`src/rtl/uart_pkg.sv`:
```
// Shared UART definitions: transmitter/receiver state encoding and parity mode codes.
package uart_pkg;

    typedef enum logic [2:0] {
        IDLE   = 3'd0,
        START  = 3'd1,
        DATA   = 3'd2,
        PARITY = 3'd3,
        STOP   = 3'd4
    } uart_state_e;

    localparam logic [1:0] PAR_NONE = 2'b00;
    localparam logic [1:0] PAR_EVEN = 2'b01;
    localparam logic [1:0] PAR_ODD  = 2'b10;

    // Mode 2'b11 is reserved and treated exactly like PAR_NONE.
    function automatic logic parity_enabled(input logic [1:0] mode);
        return (mode == PAR_EVEN) || (mode == PAR_ODD);
    endfunction

endpackage

```
`src/rtl/uart_baud_gen.sv`:
```
// Bit-period divider: bit_tick marks the last clk cycle of every serial bit.
module uart_baud_gen #(
    parameter int unsigned clks_per_bit = 16,
    parameter int unsigned div_width    = $clog2(clks_per_bit)
) (
    input  logic clk,
    input  logic rst_b,
    input  logic clear,
    output logic bit_tick
);

    localparam logic [div_width-1:0] LAST = div_width'(clks_per_bit - 1);

    logic [div_width-1:0] cnt_q, cnt_d;

    always_comb begin
        cnt_d = cnt_q + div_width'(1);
        if (clear || (cnt_q == LAST)) begin
            cnt_d = '0;
        end
    end

    always_ff @(posedge clk or negedge rst_b) begin
        if (!rst_b) begin
            cnt_q <= '0;
        end else begin
            cnt_q <= cnt_d;
        end
    end

    assign bit_tick = (cnt_q == LAST);

endmodule

```
`src/rtl/uart_tx_frame.sv`:
```
// UART transmitter: LSB-first serialiser with runtime-selectable parity and
// stop-bit count, configuration latched at the valid/ready handshake.
module uart_tx_frame
    import uart_pkg::*;
#(
    parameter int unsigned word_size    = 8,
    parameter int unsigned clks_per_bit = 16,
    parameter int unsigned div_width    = $clog2(clks_per_bit)
) (
    input  logic                 clk,
    input  logic                 rst_b,
    input  logic [word_size-1:0] data_bus,
    input  logic                 tx_valid,
    output logic                 tx_ready,
    input  logic [1:0]           parity_mode,
    input  logic                 two_stop,
    output logic                 serial_out,
    output logic                 busy
);

    localparam int unsigned          CNT_W    = $clog2(word_size + 1);
    localparam logic [CNT_W-1:0]     LAST_BIT = CNT_W'(word_size - 1);

    uart_state_e          state_q, state_d;
    logic [word_size-1:0] shift_q, shift_d;
    logic [CNT_W-1:0]     bit_cnt_q, bit_cnt_d;
    logic                 par_q, par_d;
    logic                 par_en_q, par_en_d;
    logic                 par_odd_q, par_odd_d;
    logic                 two_stop_q, two_stop_d;
    logic                 serial_q, serial_d;
    logic                 bit_tick;

    // Divider is held at zero while idle, so it starts from zero on entry to START.
    uart_baud_gen #(
        .clks_per_bit (clks_per_bit),
        .div_width    (div_width)
    ) u_baud (
        .clk      (clk),
        .rst_b    (rst_b),
        .clear    (state_q == IDLE),
        .bit_tick (bit_tick)
    );

    always_comb begin
        state_d    = state_q;
        shift_d    = shift_q;
        bit_cnt_d  = bit_cnt_q;
        par_d      = par_q;
        par_en_d   = par_en_q;
        par_odd_d  = par_odd_q;
        two_stop_d = two_stop_q;
        serial_d   = 1'b1;

        case (state_q)
            IDLE: begin
                if (tx_valid) begin
                    shift_d    = data_bus;
                    par_en_d   = parity_enabled(parity_mode);
                    par_odd_d  = (parity_mode == PAR_ODD);
                    two_stop_d = two_stop;
                    par_d      = 1'b0;
                    bit_cnt_d  = '0;
                    state_d    = START;
                end
            end
            START: begin
                serial_d = 1'b0;
                if (bit_tick) begin
                    state_d = DATA;
                end
            end
            DATA: begin
                serial_d = shift_q[0];
                if (bit_tick) begin
                    par_d   = par_q ^ shift_q[0];
                    shift_d = shift_q >> 1;
                    if (bit_cnt_q == LAST_BIT) begin
                        bit_cnt_d = '0;
                        state_d   = par_en_q ? PARITY : STOP;
                    end else begin
                        bit_cnt_d = bit_cnt_q + CNT_W'(1);
                    end
                end
            end
            PARITY: begin
                serial_d = par_q ^ par_odd_q;
                if (bit_tick) begin
                    state_d = STOP;
                end
            end
            STOP: begin
                serial_d = 1'b1;
                // The bit counter is reused to count the second stop bit.
                if (bit_tick) begin
                    if (two_stop_q && (bit_cnt_q == '0)) begin
                        bit_cnt_d = CNT_W'(1);
                    end else begin
                        bit_cnt_d = '0;
                        state_d   = IDLE;
                    end
                end
            end
            default: begin
                state_d = IDLE;
            end
        endcase
    end

    always_ff @(posedge clk or negedge rst_b) begin
        if (!rst_b) begin
            state_q    <= IDLE;
            shift_q    <= '0;
            bit_cnt_q  <= '0;
            par_q      <= 1'b0;
            par_en_q   <= 1'b0;
            par_odd_q  <= 1'b0;
            two_stop_q <= 1'b0;
            serial_q   <= 1'b1;
        end else begin
            state_q    <= state_d;
            shift_q    <= shift_d;
            bit_cnt_q  <= bit_cnt_d;
            par_q      <= par_d;
            par_en_q   <= par_en_d;
            par_odd_q  <= par_odd_d;
            two_stop_q <= two_stop_d;
            serial_q   <= serial_d;
        end
    end

    assign serial_out = serial_q;
    assign tx_ready   = (state_q == IDLE);
    assign busy       = (state_q != IDLE);

endmodule

```
`config.mk`:
```
export PLATFORM = sky130hd
export DESIGN_NAME = uart_tx_frame
export DESIGN_NICKNAME = d
export VERILOG_FILES = /design/src/rtl/uart_pkg.sv /design/src/rtl/uart_baud_gen.sv /design/src/rtl/uart_tx_frame.sv
export SDC_FILE = /design/constraint.sdc
export NUM_CORES = 1
export LEC_CHECK = 0
export CAP_MARGIN = 5
export CELL_PAD_IN_SITES_DETAIL_PLACEMENT = 1
export CELL_PAD_IN_SITES_GLOBAL_PLACEMENT = 2
export CORE_MARGIN = 2
export CORE_UTILIZATION = 31
export DETAILED_ROUTE_END_ITERATION = 7
export PLACE_DENSITY_LB_ADDON = 0.1
export RECOVER_POWER = 100
export SLEW_MARGIN = 30
export SYNTH_ARGS = -nofsm -noshare
export SYNTH_HDL_FRONTEND = slang
export SYNTH_SLANG_ARGS = --single-unit
```
`constraint.sdc`:
```
create_clock -name clk -period 1.5 [get_ports clk]
set_input_delay 0.225 -clock clk [delete_from_list [all_inputs] [get_ports clk]]
set_output_delay 0.225 -clock clk [all_outputs]
set_load 0.05 [all_outputs]
```
After elaboration in Yosys (flattened, before gate mapping)
Index checks and enable logic that the tools add are counted.
- register bits: 24
- bits of input ports: 14
- output and inout port bits: 3
- word-level logic and storage cells: 63
- $add $sub $neg: 2
- equal/unequal tests: 15
- muxes and demuxes: 23
- bitwise gates (word level): 2
- reductions and logical operators: 12
- operators with widths (kind ; number):
    $mux W3 ; 8
    $mux W4 ; 5
    $mux W8 ; 2
    $pmux W8 S2 ; 1
    $pmux W3 S5 ; 1
    $ne A2 B2 Y1 const B ; 7
    $pmux W4 S3 ; 1
    $add A4 B1 Y4 const B ; 2
    $reduce_and A7 Y1 ; 1
    $eq A3 B2 Y1 const B ; 2
    $reduce_bool A3 Y1 ; 2
    $eq A4 B3 Y1 const B ; 1
    $eq A4 B4 Y1 const B ; 1
    $logic_not A4 Y1 ; 1
    $reduce_and A4 Y1 ; 1
    $eq A3 B1 Y1 const B ; 1
    $eq A3 B3 Y1 const B ; 1
    $logic_not A3 Y1 ; 1
    $mux W1 ; 3
    $pmux W1 S3 ; 1
    $reduce_and A3 Y1 ; 1
    $eq A2 B1 Y1 const B ; 1
    $eq A2 B2 Y1 const B ; 1
    $logic_or A1 B1 Y1 ; 2
    5 further kinds ; 6

Logic depth before layout (Yosys ltp)
- depth after elaboration: 5
- gate-level depth with buffers: 6

Cells and area by module
A second synthesis with hierarchy kept.
- cells, all modules: 125
- area, all modules: 1280.0 um^2
- by module, submodules not included (module ; times used ; cells each ; area an instance (um^2) ; seq. area each (um^2)):
    uart_tx_frame ; 1 ; 112 ; 1108.6 ; 501.7
    uart_baud_gen ; 1 ; 13 ; 171.4 ; 100.1

Least setup slack after synthesis
Ideal clock, no wire load.
- path type: flip-flop to flip-flop
- from: register state_q[1]
- to: register u_baud.cnt_q[2]
- arrival: 1729 ps
- setup slack: -368 ps
- cell stages (with the launch flop): 5
- cell sequence: dfrtp_1 > buf_2 > or3_1 > inv_1 > nor2_1
- word-level cells in the longest chain between the ends: 3
- RTL lines (item ; RTL line ; text):
    start: declaration ; uart_tx_frame.sv:24 ; uart_state_e state_q, state_d;
    start signal: assignment ; uart_tx_frame.sv:121 ; state_q <= state_d;
    $logic_not A3 Y1 ; -- ;
    net tx_ready ; uart_tx_frame.sv:14 ; output logic tx_ready,
    $logic_or A1 B1 Y1 ; uart_baud_gen.sv:18 ; if (clear || (cnt_q == LAST)) begin
    $mux W4 ; uart_baud_gen.sv:18 ;
    net u_baud.cnt_d[2] ; uart_baud_gen.sv:14 ; logic [div_width-1:0] cnt_q, cnt_d;
    end signal: assignment ; uart_baud_gen.sv:27 ; cnt_q <= cnt_d;
    end: declaration ; uart_baud_gen.sv:14 ;
The timed path passes the listed nets, and every way through them passes these cells.
A chain may end at the register's enable or synchronous reset.

Worst setup path in the final report
- from: register state_q[0]
- to: register shift_q[5]
- word-level cells in the longest chain between the ends: 3
- elaborated cells between the ends (all ways): 7
- those cells by class: eq/ne: 3; mux: 1; reduce/logical: 3
- RTL lines (item ; RTL line ; text):
    $eq A3 B2 Y1 or $logic_not A3 Y1 (tied branches) ; uart_tx_frame.sv:55 ; case (state_q)
    $ne A2 B2 Y1 (no source line) or $reduce_bool A2 Y1 (tied branches) ; -- ;
    $reduce_and A3 Y1 (no source line) ; -- ;
    end signal: assignment ; uart_tx_frame.sv:122 ; shift_q <= shift_d;
    end: declaration ; uart_tx_frame.sv:25 ; logic [word_size-1:0] shift_q, shift_d;
Parallel ways exist; a longest one is shown, timed or not.

==> results.cfg <==
[outcome]
status = finished, violations left
violations = setup timing

[layout]
layout-area-overhead-vs-synth_pct = 61.8
finalNetCount = 206
antennaDiodeCount = 0
num-fill-cells = 449
layout-drive-gt1-share_pct = 43.3

[cts]
cts_inserted_buffers = 3
cts_tree = done
cts-root-buf = clkbuf_8
htreeDepth = 1
cts_sinks = 24
clk_path_buf_depth = 2
clkTransAtPathRegs_ns = 0.09
insertion_delay_ns = 0.27

[floorplanning]
top_level_ports = 17
dieArea_mm2 = 0.00478
rows = 23
initial_core_util_pct = 32.6
die-width_um = 69.1
die_h_um = 69.1
core-area_mm2 = 0.00403

[timing]
finalCritPeriodShare_pct = 107
final.setup.worst_slack_ns = -0.0978
hold_ws_ns = 0.263
hold_violations = 0
post-route-min-period_ns = 1.60
setup-violations-final = 12
max_freq_mhz = 626
slew_headroom_pct = 55.2
clock_skew_ns = 0.00140
grt_setup_unrepaired = yes
fin_tns_setup_ns = -0.406
worst_pin_slew_ns = 0.672
drv_slew = 0

[synth]
syn_area_mm2 = 0.00132
synth-edff-count = 0
yosysWarnings = 0
synth_fp_nets = 142
synth-seq-area-share_pct = 45.8
netlist-cell-type-count = 43
ys_ff_latch = 24
syn_avg_cell_area_um2 = 10.6
synth_flop_cell = dfrtp_1
postSynthCellCount = 124
async_flop_share_pct = 100

[global_routing]
first_global_vias = 1253
antenna_found_initial = 0
grt_overflow_total = 0
grt_first_pass_wirelength_mm = 5.89
grt_usage_pct = 15.3
grt_max_degree = 14

[detailed_routing]
vias = 1186
vias_per_cell = 5.00
routed_wl_mm = 3.71
wl_per_cell_um = 15.7
antenna_left = 0
drtPass1Iterations = 4
drt-initial-drc-count = 22
drc = 0

[placed_design]
portBuffers = 16
gp_congestion = 0.771
dp_hpwl_mm = 2.58

[power]
leakage_nw = 0.955
peakVddDrop_uv = 737
powerDensity_mw_per_mm2 = 2000

[setup_path]
worst_setup_path_end_kind = flip-flop
path_max_fanout = 5
crit_type = flip-flop to flip-flop
cp.required_ns = 1.66
cp-start-kind = flip-flop
arrival_ns = 1.76

[hold_path]
holdCritPathClass = input port to asynchronous set/reset pin

[flow_run]
cap_viol_max_count = 0
[critical path, stage by stage (launching register included)]
cell and delay [ns]:
dfrtp_2 0.43, buf_4 0.15, nor3b_4 0.27, buf_6 0.19, buf_12 0.12, mux2i_1 0.25, o21ai_1 0.09
[through the flow]
stage          utilization, %  total power [mW]  worst slack, ns  instances  instance area, um^2
4_1_cts                  48.9              3.97           -0.100        226                 1970
3_5_place_dp             44.0              3.14           -0.163        212                 1770
6_report                 52.8              4.26          -0.0978        237                 2130
5_1_grt                  52.8              4.54           -0.141        237                 2130
3_3_place_gp             44.0              3.04           -0.130        212                 1770
2_1_floorplan               -              2.29          -0.0280        124                 1340
[cells in the mapped netlist (2+ instances only)]
master	number	share of area (%)
nor3b_2	3	2.9
nand2_1	12	3.4
o21ai_1	9	3.4
inv_1	7	2.0
buf_6	2	1.7
nor2_1	7	2.0
a21oi_1	4	1.5
and3_1	2	0.95
nand3_1	6	2.3
nand2b_1	2	0.95
buf_2	3	1.1
dfrtp_1	23	44
mux2_2	2	1.7
xor2_1	3	2.0
mux2i_1	8	6.1
ha_1	4	3.8
[worst paths after layout]
check / from / end / slack, ns / cells after the start
min: rst_b / u_baud.cnt_q[2] / 0.26 / 1
min in group clk: shift_q[4] / shift_q[4] / 0.51 / 2
min reg2reg: shift_q[4] / shift_q[4] / 0.51 / 2
max reg2reg: state_q[0] / shift_q[5] / -0.1 / 6
max: state_q[0] / shift_q[5] / -0.1 / 6
max in group asynchronous: rst_b / shift_q[4] / 0.35 / 2
[state kept, by name, summed over array words and instances, names as in the netlist]
register,flops
shift_q,8
bit_cnt_q,4
u_baud.cnt_q,4
state_q,3
par_en_q,1
par_odd_q,1
par_q,1
serial_out,1
two_stop_q,1
[where the power goes]
group	switching [mW]	internal [mW]
Clock	0.215	0.235
Combinational	1.22	1.45
Sequential	0.217	0.918
[placed cells by master, fill, tap and decap left out, types with 2 or more instances in the layout]
| cell type | n |
|---|---|
| buf_4 | 35 |
| dfrtp_1 | 21 |
| clkdlybuf4s50_1 | 12 |
| nand2_1 | 10 |
| o21ai_1 | 9 |
| mux2i_1 | 8 |
| nor2_1 | 7 |
| buf_6 | 7 |
| inv_1 | 6 |
| nand3_1 | 5 |
| buf_12 | 5 |
| clkbuf_8 | 4 |
| xor2_1 | 3 |
| mux2_4 | 3 |
| ha_1 | 3 |
| a21oi_1 | 2 |
| and3_1 | 2 |
| nor3b_4 | 2 |
| nand2_2 | 2 |
| clkbuf_1 | 2 |
| dfrtp_2 | 2 |
[cell type report]
cell class	count	area, um^2	area share (%)
well taps	50	62.6	2.94
multi-input cells	88	757	35.6
repair buffers	64	619	29.1
clock buffers	4	55.1	2.59
inverters	7	30.0	1.41
flip-flops and latches	24	604	28.4
[logic make-up after synthesis]
group,Yosys count,synth area share [%]
XOR/XNOR,4,2.66
AO/OA/AOI/OAI,28,15.1
AND/OR/NAND/NOR,41,19.1
buffers and inverters,12,4.85
flip-flops,24,45.8
multiplexers,11,8.66
adder cells (fa/ha/maj),4,3.81
[repair_timing]
action                     in CTS  in global routing
buffers inserted               10                 10
setup endpoints to repair      15                 20
gates resized for setup        13                 14
hold buffers                    0                  0
pin swaps                       7                 11
cloned                          0                  1
[routing by layer]
metal / part of all wire [%] / global-route usage (%) / vias up / wire [um]
li1: - / - / 572 / -
met1: 44 / 19.4 / 591 / 1630
met2: 53 / 26.8 / 17 / 1960
met3: 2.4 / 2.05 / 6 / 88
met4: 1.0 / 4.58 / 0 / 38
met5: 0 / 0 / - / 0
Note: power is estimated with default switching activity, not from simulation.
